===== config.mk =====
export PLATFORM = sky130hd
export DESIGN_NAME = maj_tree_eval_flat
export DESIGN_NICKNAME = d
export VERILOG_FILES = /design/src/rtl/maj_tree_pkg.sv /design/src/rtl/maj_tree_eval_if.sv /design/src/rtl/maj_tree_eval_lane.sv /design/src/rtl/maj_tree_eval.sv /design/src/flat_wrapper.sv
export SDC_FILE = /design/constraint.sdc
export NUM_CORES = 1
export LEC_CHECK = 0
export CAP_MARGIN = 30
export CORE_UTILIZATION = 53
export CTS_BUF_LIST = sky130_fd_sc_hd__clkbuf_4 sky130_fd_sc_hd__clkbuf_8 sky130_fd_sc_hd__clkbuf_16
export DETAILED_ROUTE_END_ITERATION = 10
export HOLD_SLACK_MARGIN = 0.03
export PLACE_DENSITY = 0.83
export SYNTH_ARGS = -nofsm -noshare
export SYNTH_HDL_FRONTEND = slang
export SYNTH_SLANG_ARGS = --single-unit

===== constraint.sdc =====
create_clock -name clk -period 1.1 [get_ports clk]
set_input_delay 0.165 -clock clk [delete_from_list [all_inputs] [get_ports clk]]
set_output_delay 0.165 -clock clk [all_outputs]
set_load 0.005 [all_outputs]

===== src/rtl/maj_tree_pkg.sv =====
// Shared types and helpers for the majority-cell AND/OR reduction tree.
package maj_tree_pkg;

  typedef enum logic {
    MODE_AND = 1'b0,
    MODE_OR  = 1'b1
  } mode_e;

  function automatic logic maj3(input logic a, input logic b, input logic c);
    return (a & b) | (a & c) | (b & c);
  endfunction

  // Neutral element of the reduction: 1 for AND, 0 for OR.
  function automatic logic identity(input mode_e mode);
    return (mode == MODE_AND);
  endfunction

  function automatic int padded_width(input int n);
    return 1 << $clog2(n);
  endfunction

endpackage


===== src/rtl/maj_tree_eval_if.sv =====
// Config port, input and output handshake bundle for maj_tree_eval.
// Defining MAJ_TREE_INVERT_EN adds the cfg_inv signal.
interface maj_tree_eval_if #(
  parameter int N_IN  = 6,
  parameter int N_OUT = 6
);
  import maj_tree_pkg::*;

  localparam int IDX_W = (N_OUT > 1) ? $clog2(N_OUT) : 1;

  logic             cfg_we;
  logic [IDX_W-1:0] cfg_idx;
  logic [N_IN-1:0]  cfg_mask;
  mode_e            cfg_mode;
`ifdef MAJ_TREE_INVERT_EN
  logic             cfg_inv;
`endif
  logic             in_valid;
  logic             in_ready;
  logic [N_IN-1:0]  in_data;
  logic             out_valid;
  logic             out_ready;
  logic [N_OUT-1:0] out_data;

  modport master (
    output cfg_we, cfg_idx, cfg_mask, cfg_mode,
`ifdef MAJ_TREE_INVERT_EN
    output cfg_inv,
`endif
    output in_valid, in_data, out_ready,
    input  in_ready, out_valid, out_data
  );

  modport slave (
    input  cfg_we, cfg_idx, cfg_mask, cfg_mode,
`ifdef MAJ_TREE_INVERT_EN
    input  cfg_inv,
`endif
    input  in_valid, in_data, out_ready,
    output in_ready, out_valid, out_data
  );

endinterface


===== src/rtl/maj_tree_eval_lane.sv =====
// One output channel: identity substitution, padding and a registered MAJ3 tree.
// With MAJ_TREE_INVERT_EN the final level is XORed with a per-vector invert bit.
module maj_tree_lane
  import maj_tree_pkg::*;
#(
  parameter int N_IN = 6
) (
  input  logic            clk,
  input  logic            rst,
  input  logic            en,
  input  logic [N_IN-1:0] in_data,
  input  logic [N_IN-1:0] mask,
  input  mode_e           mode,
`ifdef MAJ_TREE_INVERT_EN
  input  logic            inv,
`endif
  output logic            result
);

  localparam int LEVELS = $clog2(N_IN);
  localparam int PW     = padded_width(N_IN);
  localparam int TW     = 2 * PW - 1;

  // All tree levels live in one flat vector; level s starts at stage_off(s).
  function automatic int stage_off(input int s);
    return 2 * PW - 2 * (PW >> s);
  endfunction

  logic [PW-1:0] data_ext;
  logic [PW-1:0] mask_ext;
  logic [TW-1:0] tree_d;
  logic [TW-1:0] tree_q;
  mode_e         mode_d [LEVELS];
  mode_e         mode_q [LEVELS];
`ifdef MAJ_TREE_INVERT_EN
  logic [LEVELS-1:0] inv_d;
  logic [LEVELS-1:0] inv_q;
`endif

  assign data_ext = PW'(in_data);
  assign mask_ext = PW'(mask);

  always_comb begin
    mode_d = mode_q;
    mode_d[0] = mode;
    for (int l = 1; l < LEVELS; l++) begin
      mode_d[l] = mode_q[l-1];
    end
  end

`ifdef MAJ_TREE_INVERT_EN
  always_comb begin
    inv_d = inv_q;
    inv_d[0] = inv;
    for (int l = 1; l < LEVELS; l++) begin
      inv_d[l] = inv_q[l-1];
    end
  end
`endif

  // Each level reduces the previous registered level using the mode that travelled with it.
  always_comb begin
    tree_d = tree_q;
    for (int i = 0; i < PW; i++) begin
      tree_d[i] = mask_ext[i] ? data_ext[i] : identity(mode);
    end
    for (int s = 1; s <= LEVELS; s++) begin
      for (int j = 0; j < (PW >> s); j++) begin
        tree_d[stage_off(s) + j] = maj3(tree_q[stage_off(s-1) + 2*j],
                                        tree_q[stage_off(s-1) + 2*j + 1],
                                        mode_q[s-1]);
      end
    end
`ifdef MAJ_TREE_INVERT_EN
    tree_d[TW-1] = tree_d[TW-1] ^ inv_q[LEVELS-1];
`endif
  end

  always_ff @(posedge clk) begin
    if (rst) begin
      tree_q <= '0;
      mode_q <= '{default: MODE_AND};
`ifdef MAJ_TREE_INVERT_EN
      inv_q  <= '0;
`endif
    end else if (en) begin
      tree_q <= tree_d;
      mode_q <= mode_d;
`ifdef MAJ_TREE_INVERT_EN
      inv_q  <= inv_d;
`endif
    end
  end

  assign result = tree_q[TW-1];

endmodule


===== src/rtl/maj_tree_eval.sv =====
// Pipelined AND/OR evaluator built from MAJ3 cells: N_OUT configurable lanes
// sharing one valid pipeline. MAJ_TREE_INVERT_EN adds per-channel output inversion.
module maj_tree_eval
  import maj_tree_pkg::*;
#(
  parameter int N_IN  = 6,
  parameter int N_OUT = 6
) (
  input logic            clk,
  input logic            rst,
  maj_tree_eval_if.slave bus
);

  localparam int LEVELS = $clog2(N_IN);
  localparam int IDX_W  = (N_OUT > 1) ? $clog2(N_OUT) : 1;

  logic [N_IN-1:0]  mask_d [N_OUT];
  logic [N_IN-1:0]  mask_q [N_OUT];
  mode_e            mode_d [N_OUT];
  mode_e            mode_q [N_OUT];
`ifdef MAJ_TREE_INVERT_EN
  logic [N_OUT-1:0] inv_d;
  logic [N_OUT-1:0] inv_q;
`endif
  logic [LEVELS:0]  valid_d;
  logic [LEVELS:0]  valid_q;
  logic             stall;
  logic             en;
  logic             accept;
  logic [N_OUT-1:0] lane_result;

  assign stall        = valid_q[LEVELS] && !bus.out_ready;
  assign en           = !stall;
  assign bus.in_ready = !rst && !stall;
  assign accept       = bus.in_valid && bus.in_ready;

  // Writes to out-of-range channel indices match no channel and are dropped.
  always_comb begin
    mask_d = mask_q;
    mode_d = mode_q;
`ifdef MAJ_TREE_INVERT_EN
    inv_d  = inv_q;
`endif
    for (int k = 0; k < N_OUT; k++) begin
      if (bus.cfg_we && (bus.cfg_idx == IDX_W'(k))) begin
        mask_d[k] = bus.cfg_mask;
        mode_d[k] = bus.cfg_mode;
`ifdef MAJ_TREE_INVERT_EN
        inv_d[k]  = bus.cfg_inv;
`endif
      end
    end
  end

  always_ff @(posedge clk) begin
    if (rst) begin
      mask_q <= '{default: '0};
      mode_q <= '{default: MODE_AND};
`ifdef MAJ_TREE_INVERT_EN
      inv_q  <= '0;
`endif
    end else begin
      mask_q <= mask_d;
      mode_q <= mode_d;
`ifdef MAJ_TREE_INVERT_EN
      inv_q  <= inv_d;
`endif
    end
  end

  always_comb begin
    valid_d = {valid_q[LEVELS-1:0], accept};
  end

  always_ff @(posedge clk) begin
    if (rst) begin
      valid_q <= '0;
    end else if (en) begin
      valid_q <= valid_d;
    end
  end

  for (genvar k = 0; k < N_OUT; k++) begin : g_lane
    maj_tree_lane #(
      .N_IN(N_IN)
    ) u_lane (
      .clk     (clk),
      .rst     (rst),
      .en      (en),
      .in_data (bus.in_data),
      .mask    (mask_q[k]),
      .mode    (mode_q[k]),
`ifdef MAJ_TREE_INVERT_EN
      .inv     (inv_q[k]),
`endif
      .result  (lane_result[k])
    );
  end

  assign bus.out_valid = valid_q[LEVELS];
  assign bus.out_data  = lane_result;

endmodule

===== src/flat_wrapper.sv =====
// flat-port wrapper written by rule: the top's interface ports become plain ports
module maj_tree_eval_flat import maj_tree_pkg::*;
#(
  parameter int N_IN  = 6,
  parameter int N_OUT = 6
)
  (clk, rst, bus_cfg_we, bus_cfg_idx, bus_cfg_mask, bus_cfg_mode, bus_in_valid, bus_in_data, bus_out_ready, bus_in_ready, bus_out_valid, bus_out_data);
  maj_tree_eval_if #(.N_IN(N_IN), .N_OUT(N_OUT)) bus_i ();
  input logic clk;
  input logic rst;
  input wire logic [$bits(bus_i.cfg_we)-1:0] bus_cfg_we;
  input wire logic [$bits(bus_i.cfg_idx)-1:0] bus_cfg_idx;
  input wire logic [$bits(bus_i.cfg_mask)-1:0] bus_cfg_mask;
  input wire logic [$bits(bus_i.cfg_mode)-1:0] bus_cfg_mode;
  input wire logic [$bits(bus_i.in_valid)-1:0] bus_in_valid;
  input wire logic [$bits(bus_i.in_data)-1:0] bus_in_data;
  input wire logic [$bits(bus_i.out_ready)-1:0] bus_out_ready;
  output wire logic [$bits(bus_i.in_ready)-1:0] bus_in_ready;
  output wire logic [$bits(bus_i.out_valid)-1:0] bus_out_valid;
  output wire logic [$bits(bus_i.out_data)-1:0] bus_out_data;
  assign bus_i.cfg_we = bus_cfg_we;
  assign bus_i.cfg_idx = bus_cfg_idx;
  assign bus_i.cfg_mask = bus_cfg_mask;
  assign bus_i.cfg_mode = bus_cfg_mode;
  assign bus_i.in_valid = bus_in_valid;
  assign bus_i.in_data = bus_in_data;
  assign bus_i.out_ready = bus_out_ready;
  assign bus_in_ready = bus_i.in_ready;
  assign bus_out_valid = bus_i.out_valid;
  assign bus_out_data = bus_i.out_data;
  maj_tree_eval #(.N_IN(N_IN), .N_OUT(N_OUT)) u_core (.clk(clk), .rst(rst), .bus(bus_i));
endmodule

==> results of run 1 <==
logic make-up after synthesis:
group,after synthesis,share of synthesized area (%)
AND/OR/NAND/NOR,257,18.17
buffers and inverters,58,5.036
AO/OA/AOI/OAI,177,18.60
multiplexers,42,7.232
flip-flops,148,50.97
where the power goes:
part           switching [mW]  internal (mW)
Clock                    2.31           3.93
Sequential              0.275           5.58
Combinational           0.557          0.470
Total                    3.14           9.98
per-layer routing:
| metal | GRT usage, % | share of wire, % | up-vias |
|---|---|---|---|
| met3 | 7.903 | 11 | 173 |
| met1 | 35.77 | 36 | 2806 |
| met5 | 0 | 0.064 | - |
| met2 | 46.68 | 45 | 550 |
| li1 | - | - | 2459 |
| met4 | 14.97 | 7.0 | 2 |
path summary, 6_finish.rpt:
check	from	end	slack, ns	cells after the start
setup / recovery	u_core.valid_q[3]$_SDFFE_PP0N_	u_core.g_lane[0].u_lane.tree_q[1]$_SDFFE_PP0N_	-0.31	6
setup reg to reg	u_core.valid_q[3]$_SDFFE_PP0N_	u_core.g_lane[0].u_lane.tree_q[1]$_SDFFE_PP0N_	-0.31	6
hold / removal	bus_in_valid	u_core.valid_q[0]$_SDFFE_PP0N_	0.19	3
hold reg to reg	u_core.valid_q[0]$_SDFFE_PP0N_	u_core.valid_q[1]$_SDFFE_PP0N_	0.47	2
worst register-to-register path, delay by kind of cell (launching register included):
| kind | cells | cell delay [ns] |
|---|---|---|
| buffers and inverters | 3 | 0.45 |
| AND/OR/NAND/NOR | 3 | 0.53 |
| flip-flops | 1 | 0.32 |
state kept, by name, indices dropped and copies added (netlist names):
register                     flops
u_core.g_lane.u_lane.tree_q     84
u_core.mask_q                   36
u_core.g_lane.u_lane.mode_d     12
u_core.mode_q                    6
u_core.g_lane.u_lane.mode_q      6
u_core.valid_q                   4
repair_timing:
action,4_1_cts,5_1_grt
cloned,8,11
setup buffers,11,6
hold buffers,1,0
setup endpoints to repair,102,121
hold endpoints to repair,7,0
pin swaps,68,58
resized for setup,91,172
cell type report:
| class | count | area, um^2 |
|---|---|---|
| clock buffer | 22 | 476.7 |
| multi-input combinational | 476 | 3588 |
| timing repair buffer | 88 | 1285 |
| tap | 136 | 170.2 |
| sequential | 148 | 2972 |
| fill | 523 | 1821 |
| clock inverter | 9 | 150.1 |
Yosys cell counts, drive strengths merged:
cell type	count	share of area (%)
o21ai	36	3.1
and4bb	3	0.65
nor2	159	10
clkbuf	20	1.3
nand4b	2	0.30
nor3	36	3.1
buf	38	3.7
nor4b	1	0.15
nor2b	1	0.11
a211oi	78	10
mux2i	42	7.2
a21oi	63	5.4
nand2b	1	0.11
nand2	54	3.5
dfxtp	148	51
stage by stage:
| step | cells | utilization, % | worst slack, ns | hold WS [ns] | total power, mW |
|---|---|---|---|---|---|
| floorplan | 682 | - | -0.002494 | 0.3055 | 6.225 |
| global placement | 815 | 61.70 | -0.4432 | 0.4361 | 6.495 |
| detailed placement | 815 | 61.70 | -0.4997 | 0.4437 | 6.536 |
| CTS | 866 | 72.61 | -0.2629 | 0.1877 | 12.62 |
| global route | 879 | 82.60 | -0.3568 | 0.1909 | 13.40 |
| finish | 879 | 82.60 | -0.3127 | 0.1900 | 13.13 |
==> results_dict.tcl, run 1 <==
set metrics [dict create \
    fp-row-count 37 \
    status "finished with violations" \
    synth_warnings 0 \
    antenna_left 0 \
    drv_cap 0 \
    clkTransAtPathRegs_ns 0.06 \
    clockBufferDepth 2 \
    p_leak_nw 3.300 \
    fin_nets 752 \
    avgSynthCellArea_um2 8.524 \
    htreeDepth 4 \
    max_stage_delay_ns 0.32 \
    start_kind "flip-flop" \
    worstSetupEndpointType "flip-flop" \
    hp-class "input pin to flip-flop" \
    hold_viol 0 \
    crit_type "flip-flop to flip-flop" \
    synthToLayoutAreaGrowth_pct 48.67 \
    rsz0062_at_grt "true" \
    numCtsBuffers 17 \
    worstPathCellList "buf_4 > nand2b_4 > buf_8 > buf_16 > nor2_1 > nor3_1" \
    mostFrequentLayoutCell "nor2_1" \
    synth-seq-cells 148 \
    vias 5990 \
    core_area_um2 10460 \
    ir_drop_v 0.001387 \
    grt_max_degree 70 \
    final_cell_area_um2 8642 \
    worst_slew_pin_slew_ns 0.5567 \
    gr-total-overflow 0 \
    cts-root-buf "clkbuf_8" \
    yosysUniqueCellTypes 17 \
    port_buffers 28 \
    crit_path_top_delay_cell "dfxtp_2" \
    vias_per_cell 6.815 \
    routedWlPerCell_um 25.04 \
    violations "setup timing" \
    dpl.hpwl_mm 8.470 \
    placed_area_um2 6455 \
    drtPass1Iterations 8 \
    critical_path_buf_inv_count 3 \
    grt_pass1_vias 5068 \
    final.setup.worst_slack_ns -0.3127 \
    slew_headroom_pct 62.84 \
    die_h_um 106.7 \
    worst_ep_required_time_ns 1.55 \
    drive_gt1_share_pct 37.28 \
    synth.net_count 703 \
    netlist_instances 682 \
    maxSlewViolCount 0 \
    syn_area_um2 5813 \
    synth_seq_area_share_pct 50.97 \
    antenna_cells 0 \
    crit_fanout 10 \
    min_period_ns 1.413 \
    finalSetupTns_ns -20.42 \
    maxClockFrequency_mhz 707.9 \
    die_area_um2 11390 \
    die_width_um 106.7 \
    skew_ns 0.008521 \
    period_share_pct 128.4 \
    mostFrequentLayoutCells "nor2_1, dfxtp_1, a211oi_2" \
    drc 0 \
    cts_tree "done" \
    grt_use_total_pct 29.09 \
    drt_wl_total_mm 22.01 \
    grt_pass1_wl_mm 25.41 \
    clk_latency_ns 0.55 \
    start_util_pct 55.56 \
    pin_count 29 \
    gp_congestion 0.8004 \
    critical_path.top_delay_family "simple AND/OR/NAND/NOR gates" \
    drt_iter0_drc 879 \
    worstPathArrival_ns 1.86 \
    clock-sinks 148 \
    power_density_nw_per_um2 1519 \
    setup-violations-final 132 \
    antenna_found_initial 1 \
]
(Power assumes the default switching activity.)
==> run 2: changes to the inputs <==
--- a/config.mk
+++ b/config.mk
@@ -5,12 +5,12 @@
 export SDC_FILE = /design/constraint.sdc
 export NUM_CORES = 1
 export LEC_CHECK = 0
-export CAP_MARGIN = 30
+export CAP_MARGIN = 40
 export CORE_UTILIZATION = 53
 export CTS_BUF_LIST = sky130_fd_sc_hd__clkbuf_4 sky130_fd_sc_hd__clkbuf_8 sky130_fd_sc_hd__clkbuf_16
 export DETAILED_ROUTE_END_ITERATION = 10
 export HOLD_SLACK_MARGIN = 0.03
-export PLACE_DENSITY = 0.83
+export PLACE_DENSITY = 0.74
 export SYNTH_ARGS = -nofsm -noshare
 export SYNTH_HDL_FRONTEND = slang
 export SYNTH_SLANG_ARGS = --single-unit
==> run 2 against run 1 <==
Net effect:
- largest power group unchanged
- utilization fell by 4.9 points
- setup slack got worse by 0.085 ns
- the run still ends with setup timing left
- largest cell class unchanged
- critical endpoint is now u_core.g_lane[5].u_lane.tree_q[9]$_SDFFE_PP0N_
- fmax fell by 5.7%
==> results_dict.tcl, run 2 (synthesized netlist as in run 1, its figures left out) <==
set metrics [dict create \
    final.setup.worst_slack_ns -0.3979 \
    htreeDepth 4 \
    start_util_pct 55.56 \
    drv_cap 0 \
    p_leak_nw 3.114 \
    power_density_nw_per_um2 1564 \
    drt_iter0_drc 395 \
    hold_buffers 0 \
    skew_ns 0.006385 \
    clk_latency_ns 0.52 \
    wl_met3_mm 1.072 \
    die_area_um2 11390 \
    setup-violations-final 116 \
    finalSetupTns_ns -17.52 \
    crit_type "flip-flop to flip-flop" \
    max_stage_delay_ns 0.33 \
    start_kind "flip-flop" \
    antenna_found_initial 0 \
    die_h_um 106.7 \
    worstPathArrival_ns 1.91 \
    status "finished with violations" \
    cts_tree "done" \
    pre_cts_ws_ns -0.5116 \
    worstPathCellList "nor2b_4 > buf_6 > buf_12 > buf_8 > a21oi_1 > a211oi_1" \
    slew_headroom_pct 70.21 \
    worstSetupEndpointType "flip-flop" \
    drt_wl_total_mm 17.42 \
    critical_path.top_delay_family "buffers and inverters" \
    grt_max_degree 56 \
    fp-row-count 37 \
    fillCellCount 619 \
    maxClockFrequency_mhz 667.6 \
    crit_fanout 10 \
    vias 5342 \
    clock-sinks 148 \
    grt_pass1_vias 4812 \
    antenna_left 0 \
    mostFrequentLayoutCells "nor2_1, dfxtp_1, a21oi_1, nand2_1, mux2i_1" \
    worst_slew_pin_slew_ns 0.4462 \
    pin_count 29 \
    top_layer "met4" \
    largest_reg_flops 84 \
    fin_nets 754 \
    seqCellArea_um2 2972 \
    met2_length_mm 8.826 \
    die_width_um 106.7 \
    antenna_cells 0 \
    clkTransAtPathRegs_ns 0.06 \
    drtPass1Iterations 5 \
    core_area_um2 10460 \
    hold_viol 0 \
    ir_drop_v 0.001354 \
    vias_per_cell 6.064 \
    grt_pass1_wl_mm 23.38 \
    synthToLayoutAreaGrowth_pct 39.93 \
    regMostFlops "u_core.g_lane.u_lane.tree_q" \
    drc 0 \
    gp_congestion 0.8015 \
    routedWlPerCell_um 19.77 \
    dpl.hpwl_mm 8.193 \
    worst_ep_required_time_ns 1.51 \
    mostFrequentLayoutCell "nor2_1" \
    multi_input_area_um2 3132 \
    gr-total-overflow 0 \
    rsz0062_at_grt "true" \
    drive_gt1_share_pct 27.52 \
    cts-root-buf "clkbuf_8" \
    numCtsBuffers 17 \
    wl_met1_mm 7.098 \
    min_period_ns 1.498 \
    maxSlewViolCount 0 \
    port_buffers 28 \
    crit_path_top_delay_cell "dfxtp_2" \
    hp-class "input pin to flip-flop" \
    violations "setup timing" \
    grt_use_total_pct 26.48 \
    period_share_pct 136.2 \
    clockBufferDepth 2 \
    critical_path_buf_inv_count 3 \
]
-- run 2: changes by cell type in the layout (fill, tap and decap cells not counted), moves of 4 or more --
cell      before  now
a21oi_1       11   49
a211oi_1       9   30
a211oi_2      53   33
a21oi_2       32   13
a21oi_4       20    1
nand2_1       33   49
nand2_2       11    2
buf_12        19   12
nand2_4       10    3
buf_4         17   21
-- run 2: power breakdown --
part | switching (mW) | internal (mW)
Clock | 2.11 | 3.89
Combinational | 0.500 | 0.442
Sequential | 0.193 | 5.58
-- run 2: repair_timing --
action / in CTS / in global routing
endpoints found under the setup margin: 103 / 126
pin swaps: 26 / 69
cloned: 4 / 13
setup buffers: 9 / 6
resized for setup: 71 / 88
-- run 2: cell type report --
type	count	area share, %
clock buffers	21	5.768
repair buffers	90	15.23
multi-input cells	476	38.50
flip-flops and latches	148	36.53
clock inverters	10	1.877
well taps	136	2.092
-- run 2: worst reg2reg max path, cell delays in order, from the launching register on --
cell      delay (ns)
dfxtp_2         0.33
nor2b_4         0.19
buf_6           0.16
buf_12          0.17
buf_8           0.15
a21oi_1         0.07
a211oi_1        0.33
-- run 2: path summary, 6_finish.rpt --
path | endpoint | depth (start not counted) | slack (ns) | start
max | u_core.g_lane[5].u_lane.tree_q[9]$_SDFFE_PP0N_ | 6 | -0.40 | u_core.valid_q[3]$_SDFFE_PP0N_
min | u_core.mask_q[25]$_SDFFE_PP0P_ | 3 | 0.17 | rst
min reg2reg | u_core.g_lane[2].u_lane.tree_q[11]$_SDFFE_PP0N_ | 2 | 0.47 | u_core.g_lane[2].u_lane.tree_q[11]$_SDFFE_PP0N_
max reg2reg | u_core.g_lane[5].u_lane.tree_q[9]$_SDFFE_PP0N_ | 6 | -0.40 | u_core.valid_q[3]$_SDFFE_PP0N_
-- run 2: routing by layer --
layer,vias to the layer above,global-route usage (%)
met3,44,6.809
li1,2470,-
met4,0,7.632
met2,217,44.52
met1,2611,33.46
met5,-,0
-- run 2: stage by stage --
stage	hold slack, ns	utilization [%]	instance area, um^2	total power [mW]	std cells
floorplan	0.3055	-	5969	6.225	682
finish	0.1718	77.74	8134	12.72	881
CTS	0.1269	71.10	7438	12.54	864
detailed placement	0.4459	61.93	6480	6.562	820
global route	0.1798	77.74	8134	13.06	881
global placement	0.4369	61.93	6480	6.526	820
==> run 3: changes to the inputs <==
--- a/config.mk
+++ b/config.mk
@@ -6,11 +6,11 @@
 export NUM_CORES = 1
 export LEC_CHECK = 0
 export CAP_MARGIN = 40
-export CORE_UTILIZATION = 53
+export CORE_UTILIZATION = 50
 export CTS_BUF_LIST = sky130_fd_sc_hd__clkbuf_4 sky130_fd_sc_hd__clkbuf_8 sky130_fd_sc_hd__clkbuf_16
 export DETAILED_ROUTE_END_ITERATION = 10
 export HOLD_SLACK_MARGIN = 0.03
-export PLACE_DENSITY = 0.74
+export PLACE_DENSITY = 0.71
 export SYNTH_ARGS = -nofsm -noshare
 export SYNTH_HDL_FRONTEND = slang
 export SYNTH_SLANG_ARGS = --single-unit
==> run 3 against run 2 <==
Net effect:
- the flow still finishes with violations (setup timing)
- cell area fell by 2.1%
- via count is 3.2% lower
- sequential cell count unchanged
- hold slack gained 0.0030 ns
- non-clock buffer count is 3 lower
- cell count rose by 0.57%
- sequential share of layout area is 0.77 points higher
- first-iteration DRC count shrank 9.6%
- highest routed layer unchanged
- die area grew 5.9%
- utilization shrank 7.7 points
- fmax is 7.7% higher
- count of clock-buffer cells in the layout rose by 2
==> results_dict.tcl, run 3 (synthesized netlist as in run 1, its figures left out) <==
set metrics [dict create \
    fin_nets 751 \
    hold_viol 0 \
    crit_type "flip-flop to flip-flop" \
    holdWs_ns 0.1748 \
    slew_headroom_pct 71.71 \
    violations "setup timing" \
    grt_use_total_pct 25.20 \
    power_density_nw_per_um2 1635 \
    drv_cap 0 \
    pin_count 29 \
    gr-total-overflow 0 \
    clk_latency_ns 0.42 \
    min_period_ns 1.391 \
    ir_drop_v 0.0008928 \
    cts-root-buf "clkbuf_16" \
    start_util_pct 51.13 \
    clock-sinks 148 \
    worstPathArrival_ns 1.70 \
    port_buffers 28 \
    final.setup.worst_slack_ns -0.2908 \
    setup-violations-final 105 \
    drt_wl_total_mm 16.05 \
    gp_congestion 0.8214 \
    mostFrequentLayoutCells "nor2_1, dfxtp_1, a21oi_1" \
    crit_fanout 10 \
    worstSetupEndpointType "flip-flop" \
    rsz0062_at_grt "true" \
    dpl.hpwl_mm 8.404 \
    grt_pass1_wl_mm 23.05 \
    worstPathCellList "nor2b_4 > buf_12 > clkbuf_16 > a21oi_1 > a211oi_1" \
    antenna_found_initial 0 \
    drtPass1Iterations 7 \
    crit_path_top_delay_cell "dfxtp_2" \
    start_kind "flip-flop" \
    core_area_um2 11370 \
    p_leak_nw 3.110 \
    worst_slew_pin_slew_ns 0.4238 \
    hp-class "input pin to flip-flop" \
    period_share_pct 126.4 \
    fillCellCount 820 \
    mostFrequentLayoutCell "nor2_1" \
    maxClockFrequency_mhz 719.0 \
    numCtsBuffers 17 \
    drt_iter0_drc 357 \
    die_width_um 109.8 \
    antenna_cells 0 \
    cts_tree "done" \
    worst_ep_required_time_ns 1.41 \
    hold_buffers 0 \
    vias 5170 \
    die_area_um2 12060 \
    maxSlewViolCount 0 \
    status "finished with violations" \
    regMostFlops "u_core.g_lane.u_lane.tree_q" \
    largest_reg_flops 84 \
    clkTransAtPathRegs_ns 0.06 \
    skew_ns 0.008828 \
    drive_gt1_share_pct 25.84 \
    grt_pass1_vias 4569 \
    antenna_left 0 \
    fp-row-count 39 \
    final_core_util_pct 70.06 \
    htreeDepth 4 \
    vias_per_cell 5.835 \
    die_h_um 109.8 \
    clockBufferDepth 2 \
    drc 0 \
    routedWlPerCell_um 18.12 \
    synthToLayoutAreaGrowth_pct 37.02 \
    max_stage_delay_ns 0.32 \
    grt_max_degree 65 \
]
==> run 3: cell count changes in the layout (fill, tap and decap cells not counted), moves of 4 or more <==
| cell | change |
|---|---|
| dlygate4sd2_1 | +4 |
| nand2_2 | +6 |
| nand2_1 | -6 |
| a211oi_4 | -8 |
| a211oi_1 | +7 |
| nor3_1 | +9 |
| buf_8 | -4 |
| nor3_2 | -9 |
==> run 3: layer usage <==
metal	wire, um	share of wire [%]	vias to the layer above	GRT usage (%)
li1	-	-	2470	-
met1	6888	43	2492	33.12
met2	7883	49	175	40.27
met3	955	6.0	33	5.513
met4	323	2.0	0	9.810
met5	0	0	-	0
==> run 3: worst paths after layout <==
kind	from	end	slack (ns)	depth (start not counted)
max	u_core.valid_q[3]$_SDFFE_PP0N_	u_core.g_lane[2].u_lane.tree_q[12]$_SDFFE_PP0N_	-0.29	5
max reg2reg	u_core.valid_q[3]$_SDFFE_PP0N_	u_core.g_lane[2].u_lane.tree_q[12]$_SDFFE_PP0N_	-0.29	5
min	rst	u_core.mask_q[33]$_SDFFE_PP0P_	0.17	3
min reg2reg	u_core.g_lane[1].u_lane.tree_q[7]$_SDFFE_PP0N_	u_core.g_lane[1].u_lane.tree_q[11]$_SDFFE_PP0N_	0.45	2
==> run 3: repair_timing <==
item                                    CTS  global route
gates cloned                              7             9
setup buffers                             9             6
pin swaps                                20            23
endpoints found under the setup margin  142           109
gates resized for setup                  78            54
==> run 3: area by class of cell <==
cell class              instances  area, um^2  share of cell area (%)
well taps                     143       178.9                   2.246
multi-input cells             476        2982                   37.43
flip-flops and latches        148        2972                   37.31
clock inverters                 9       173.9                   2.183
clock buffers                  23       489.2                   6.142
repair buffers                 87        1170                   14.69
==> run 3: worst max-delay path, delay by kind of cell, from the launching register on <==
kind,cells,cell delay [ns]
buffers and inverters,2,0.39
flip-flops,1,0.32
AO/OA/AOI/OAI,2,0.32
AND/OR/NAND/NOR,1,0.25
==> run 3: power breakdown <==
| group | internal, mW | total, mW | switching, mW |
|---|---|---|---|
| sequential | 5.58 | 5.76 | 0.180 |
| combinational | 0.398 | 0.850 | 0.452 |
| clock | 4.27 | 6.41 | 2.13 |
| total | 10.3 | 13.0 | 2.77 |
==> run 3: through the flow <==
step / total power [mW] / area, um^2 / setup TNS, ns / setup slack [ns] / std cells
after floorplan: 6.225 / 5969 / -0.02895 / -0.002494 / 682
after global placement: 6.525 / 6494 / -60.54 / -0.5090 / 826
after detailed placement: 6.560 / 6494 / -65.63 / -0.5691 / 826
after CTS: 12.94 / 7557 / -14.43 / -0.1935 / 873
after global routing: 13.42 / 7965 / -18.73 / -0.3277 / 886
final: 13.02 / 7965 / -13.94 / -0.2908 / 886
